--- config.mk ---
export PLATFORM = sky130hd
export DESIGN_NAME = ifns_enc_arbiter
export DESIGN_NICKNAME = d
export VERILOG_FILES = /design/src/rtl/ifns_enc_arbiter.sv
export SDC_FILE = /design/constraint.sdc
export NUM_CORES = 1
export LEC_CHECK = 0
export ABC_AREA = 1
export CAP_MARGIN = 0
export CORE_MARGIN = 3
export CORE_UTILIZATION = 41
export DETAILED_ROUTE_END_ITERATION = 6
export PLACE_DENSITY = 0.81
export SYNTH_ARGS = -nofsm -noshare
export SYNTH_HDL_FRONTEND = slang
export SYNTH_SLANG_ARGS = --single-unit
--- constraint.sdc ---
create_clock -name clock -period 3.65 [get_ports clock]
set_input_delay 0.9125 -clock clock [delete_from_list [all_inputs] [get_ports clock]]
set_output_delay 0.9125 -clock clock [all_outputs]
set_load 0.005 [all_outputs]
--- src/rtl/ifns_enc_arbiter.sv ---
// Round-robin front end for one shared combinational IFNS 13->18 encoder core.
// One requester is granted per cycle; its codeword is registered with its id behind a valid/ready stage.

module ifns_enc_arbiter_lane #(
  parameter int DW = 13
) (
  input  logic          sel,
  input  logic          accept,
  input  logic [DW-1:0] data,
  output logic          ready,
  output logic [DW-1:0] data_m
);
  assign ready  = sel & accept;
  assign data_m = sel ? data : '0;
endmodule

module ifns_enc_arbiter #(
  parameter int NREQ = 4,
  parameter int DW   = 13,
  parameter int CW   = 18,
  parameter int IDW  = (NREQ > 1) ? $clog2(NREQ) : 1,
  parameter int CNTW = 16
) (
  input  logic                 clock,
  input  logic                 rst_n,
  input  logic [NREQ-1:0]      req_valid,
  input  logic [NREQ*DW-1:0]   req_data,
  output logic [NREQ-1:0]      req_ready,
  output logic [DW-1:0]        core_din,
  input  logic [CW-1:0]        core_cw,
  output logic                 out_valid,
  output logic [CW-1:0]        out_code,
  output logic [IDW-1:0]       out_id,
  input  logic                 out_ready,
  output logic [CNTW-1:0]      xfer_cnt
);

  typedef enum logic {EMPTY, FULL} state_t;

  state_t                   state;
  logic [IDW-1:0]           last_grant;
  logic [IDW-1:0]           gnt;
  logic [IDW-1:0]           idx;
  logic                     found;
  logic                     accept;
  logic                     xfer;
  logic [NREQ-1:0]          gnt_oh;
  logic [NREQ-1:0][DW-1:0]  data_a;
  logic [NREQ-1:0][DW-1:0]  data_m;

  assign data_a    = req_data;
  assign out_valid = (state == FULL);
  // rst_n gates accept so nothing is offered while the block is held in reset
  assign accept    = rst_n & ((state == EMPTY) | out_ready);
  assign xfer      = found & accept;

  // Search starts one past the last winner and wraps, giving rotating priority.
  always_comb begin
    gnt    = '0;
    idx    = '0;
    found  = 1'b0;
    gnt_oh = '0;
    for (int k = 0; k < NREQ; k++) begin
      idx = IDW'((int'(last_grant) + 1 + k) % NREQ);
      if (!found && req_valid[idx]) begin
        found       = 1'b1;
        gnt         = idx;
        gnt_oh[idx] = 1'b1;
      end
    end
  end

  for (genvar i = 0; i < NREQ; i++) begin : g_lane
    ifns_enc_arbiter_lane #(.DW(DW)) u_lane (
      .sel    (gnt_oh[i]),
      .accept (accept),
      .data   (data_a[i]),
      .ready  (req_ready[i]),
      .data_m (data_m[i])
    );
  end

  always_comb begin
    core_din = '0;
    for (int i = 0; i < NREQ; i++) core_din = core_din | data_m[i];
  end

  always_ff @(posedge clock or negedge rst_n) begin
    if (!rst_n) begin
      state      <= EMPTY;
      out_code   <= '0;
      out_id     <= '0;
      xfer_cnt   <= '0;
      last_grant <= IDW'(NREQ - 1);
    end else if (xfer) begin
      state      <= FULL;
      out_code   <= core_cw;
      out_id     <= gnt;
      last_grant <= gnt;
      xfer_cnt   <= xfer_cnt + 1'b1;
    end else if (out_ready) begin
      state <= EMPTY;
    end
  end

endmodule

==> results.py <==
metrics = {
    "logic_synthesis": {
        "netlist_instances": 400,
        "synth-edff-count": 0,
        "netlist_area_mm2": 0.002689,
        "ys_seq_area_share_pct": 36.39,
        "synthTopCellsByCount": "nand2_1 (200), inv_1 (41), dfrtp_1 (37)",
        "synth_top_area_cell": "dfrtp_1",
        "yosys_warnings": 0,
        "synth_cell_types": 27,
        "syn-num-nets": 484,
        "synth-async-reset-ratio_pct": 100.0,
        "ys_seq_elements": 39,
        "avgSynthCellArea_um2": 6.722,
        "synth_area_leaders": "dfrtp_1 (34%), nand2_1 (28%), inv_1 (5.7%)",
        "yosysMostFrequentCell": "nand2_1",
        "yosysTopAreaCellShare_pct": 34.43,
        "ys.flop_type": "dfrtp_1",
    },
    "placed_design": {
        "numPortBuffers": 130,
        "place_ws_ns": -0.4042,
        "dp_hpwl_um": 6213,
        "gp_congestion": 0.9042,
    },
    "global_route": {
        "grt_start_max_net_pins": 40,
        "grt_usage_pct": 24.97,
        "antenna_found_initial": 0,
        "grt_pass1_vias": 3231,
        "grt_pass1_wl_um": 15060,
        "grt-ovfl-total": 0,
    },
    "power_and_ir_drop": {
        "p_leak_uw": 0.002369,
        "internal_power_uw": 2533,
        "swShare_pct": 46.24,
        "p_switching_uw": 2178,
        "powerDensity_mw_per_mm2": 1013,
        "finalPower_uw": 4711,
        "pwr-share-seq_pct": 16.2,
        "p_clk_share_pct": 5.9,
        "comb_power_share_pct": 77.9,
        "max-vdd-ir-drop_mv": 0.6212,
    },
    "status": {
        "outcome": "complete, no violations",
    },
    "detailed_routing": {
        "drt-wirelength-per-cell_um": 14.84,
        "ant_nets": 0,
        "finalWirelength_um": 9556,
        "drtPass1Iterations": 4,
        "drc_errors": 0,
        "vias": 3207,
        "drt-initial-drc-count": 122,
        "post_drt_via_cell_ratio": 4.980,
    },
    "sta": {
        "fin_skew_ns": 0.007363,
        "finalMaxSlewViolations": 0,
        "max_slew_margin_pct": 57.18,
        "layout_min_cycle_time_ns": 3.581,
        "worst_pin_slew_ns": 0.6355,
        "period_share_pct": 98.12,
        "max_freq_ghz": 0.2792,
        "hold_viol": 0,
        "fin_ws_ns": 0.06876,
        "setup_viol": 0,
        "rsz0062_at_grt": "yes",
    },
    "floorplan": {
        "initial_core_util_pct": 43.86,
        "core-area_mm2": 0.006131,
        "die_w_um": 86.98,
        "ios": 131,
        "die_y_um": 86.98,
        "placementRows": 28,
        "dieArea_mm2": 0.007566,
    },
    "setup_path": {
        "start_kind": "input pin",
        "cp_max_fo": 8,
        "cpMaxStageDelayCell": "dlygate4sd2_1",
        "slowest_delay_ns": 0.25,
        "cpMostUsedCell": "nand2_1",
        "worstPathArrival_ns": 2.67,
        "worst_ep_required_time_ns": 2.74,
        "cp_cell_sequence": "dlygate4sd2_1, nand2_1, nand2_1, nand2_2, nand2_4, nor2_8, nand4_1, buf_4, nand3_4, buf_4, nand2_1, nand2_1, inv_1, nand2_1, clkdlybuf4s15_1",
        "critPathKind": "in -> out",
        "worst_setup_path_end_kind": "primary output",
    },
    "cts": {
        "clkSinkCount": 39,
        "cts_buffers": 5,
        "clock-root-buffer": "clkbuf_8",
        "cts_max_level": 2,
        "cts_tree": "built",
        "cts_buffer_depth": 2,
        "clock_latency_ns": 0.29,
        "path_clk_slew_ns": 0.07,
        "cts_hold_buffers": 0,
    },
    "job": {
        "drv_cap": 0,
    },
    "final_layout": {
        "fillers": 436,
        "layout.area.seq_um2": 978.4,
        "area_growth_pct": 72.96,
        "antenna_cells": 0,
        "nets": 652,
        "multi_input_area_mm2": 0.001682,
        "drive_gt1_share_pct": 20.04,
    },
    "worst_hold_path": {
        "hold_class": "reg -> reg",
    },
}
==> critical path, delay by kind of cell <==
kind / cells / cell delay (ns)
buf+inv: 5 / 0.82
simple gates: 10 / 0.93
==> kinds of logic after synthesis <==
group / after synthesis / synth area share [%]
and+or+nand+nor: 254 / 39.97
buffers and inverters: 64 / 10.66
DFF: 39 / 36.39
AOI/OAI and AO/OA: 21 / 4.839
xor gates and xnor gates: 15 / 4.886
adders and majority gates: 7 / 3.257
==> layer usage <==
layer / share of wire, % / global-route usage, %
met4: 2.8 / 9.490
met2: 49 / 43.62
met3: 7.9 / 7.569
met1: 40 / 28.45
met5: 0 / 0
==> what timing repair did <==
| action | 4_1_cts | 5_1_grt |
|---|---|---|
| gates resized for setup | 56 | 45 |
| hold endpoints to repair | 0 | 0 |
| cloned | 3 | 0 |
| buffers inserted | 21 | 9 |
| setup endpoints to repair | 16 | 17 |
| pin swaps | 13 | 14 |
==> layout make-up <==
cell class	count	share of cell area, %
Sequential cell	39	21.04
Tap cell	75	2.018
Clock buffer	7	1.641
Multi-Input combinational cell	300	36.16
Inverter	50	4.143
Clock inverter	1	0.1614
Timing Repair Buffer	172	34.84
==> layout by cell type, fill, tap and decap left out, drive strengths merged <==
cell             n
nand2          205
clkdlybuf4s50  108
inv             50
buf             43
dfrtp           37
nand3           25
nor2            18
clkbuf          15
o21ai            9
xnor2            8
xor2             7
dlygate4sd2      7
ha               7
a21oi            6
nand4            4
a31oi            4
nor3             4
clkdlybuf4s15    4
a21boi           2
dfstp            2
dlymetal6s2s     2
nor4             1
clkinvlp         1
==> path summary, 6_finish.rpt <==
kind	startpoint	to	slack, ns	depth (start not counted)
hold reg to reg	out_code[16]$_DFFE_PN0P_	out_code[16]$_DFFE_PN0P_	0.48	2
hold / removal	out_code[16]$_DFFE_PN0P_	out_code[16]$_DFFE_PN0P_	0.48	2
setup / recovery	req_valid[3]	core_din[5]	0.07	15
max in group asynchronous	rst_n	last_grant[0]$_DFFE_PN1P_	2.56	2
setup reg to reg	last_grant[0]$_DFFE_PN1P_	xfer_cnt[11]$_DFFE_PN0P_	0.94	15
min in group asynchronous	rst_n	xfer_cnt[6]$_DFFE_PN0P_	0.72	2
==> through the flow <==
stage	std cells	area [um^2]	setup TNS, ns	hold WS (ns)	utilization [%]
after floorplan	400	2689	0	0.4724	-
final	644	4651	0	0.4809	75.86
after CTS	635	4496	0	0.4849	73.33
after detailed placement	603	4070	-4.735	0.4643	66.39
after global placement	603	4070	-3.783	0.4629	66.39
after global routing	644	4651	-0.2473	0.5042	75.86
==> sequential cells by signal (all words and copies together) (netlist names) <==
register and flops:
out_id 2, out_valid 1, xfer_cnt 16, last_grant 2, out_code 18
==> power groups by stage <==
stage,clock network (uW),registers (uW),logic (uW)
3_5_place_dp,0,760,2810
4_1_cts,291,757,3290
2_1_floorplan,0,762,1530
5_1_grt,310,789,4000
3_3_place_gp,0,761,2740
6_report,278,764,3670
(Power assumes the default switching activity.)
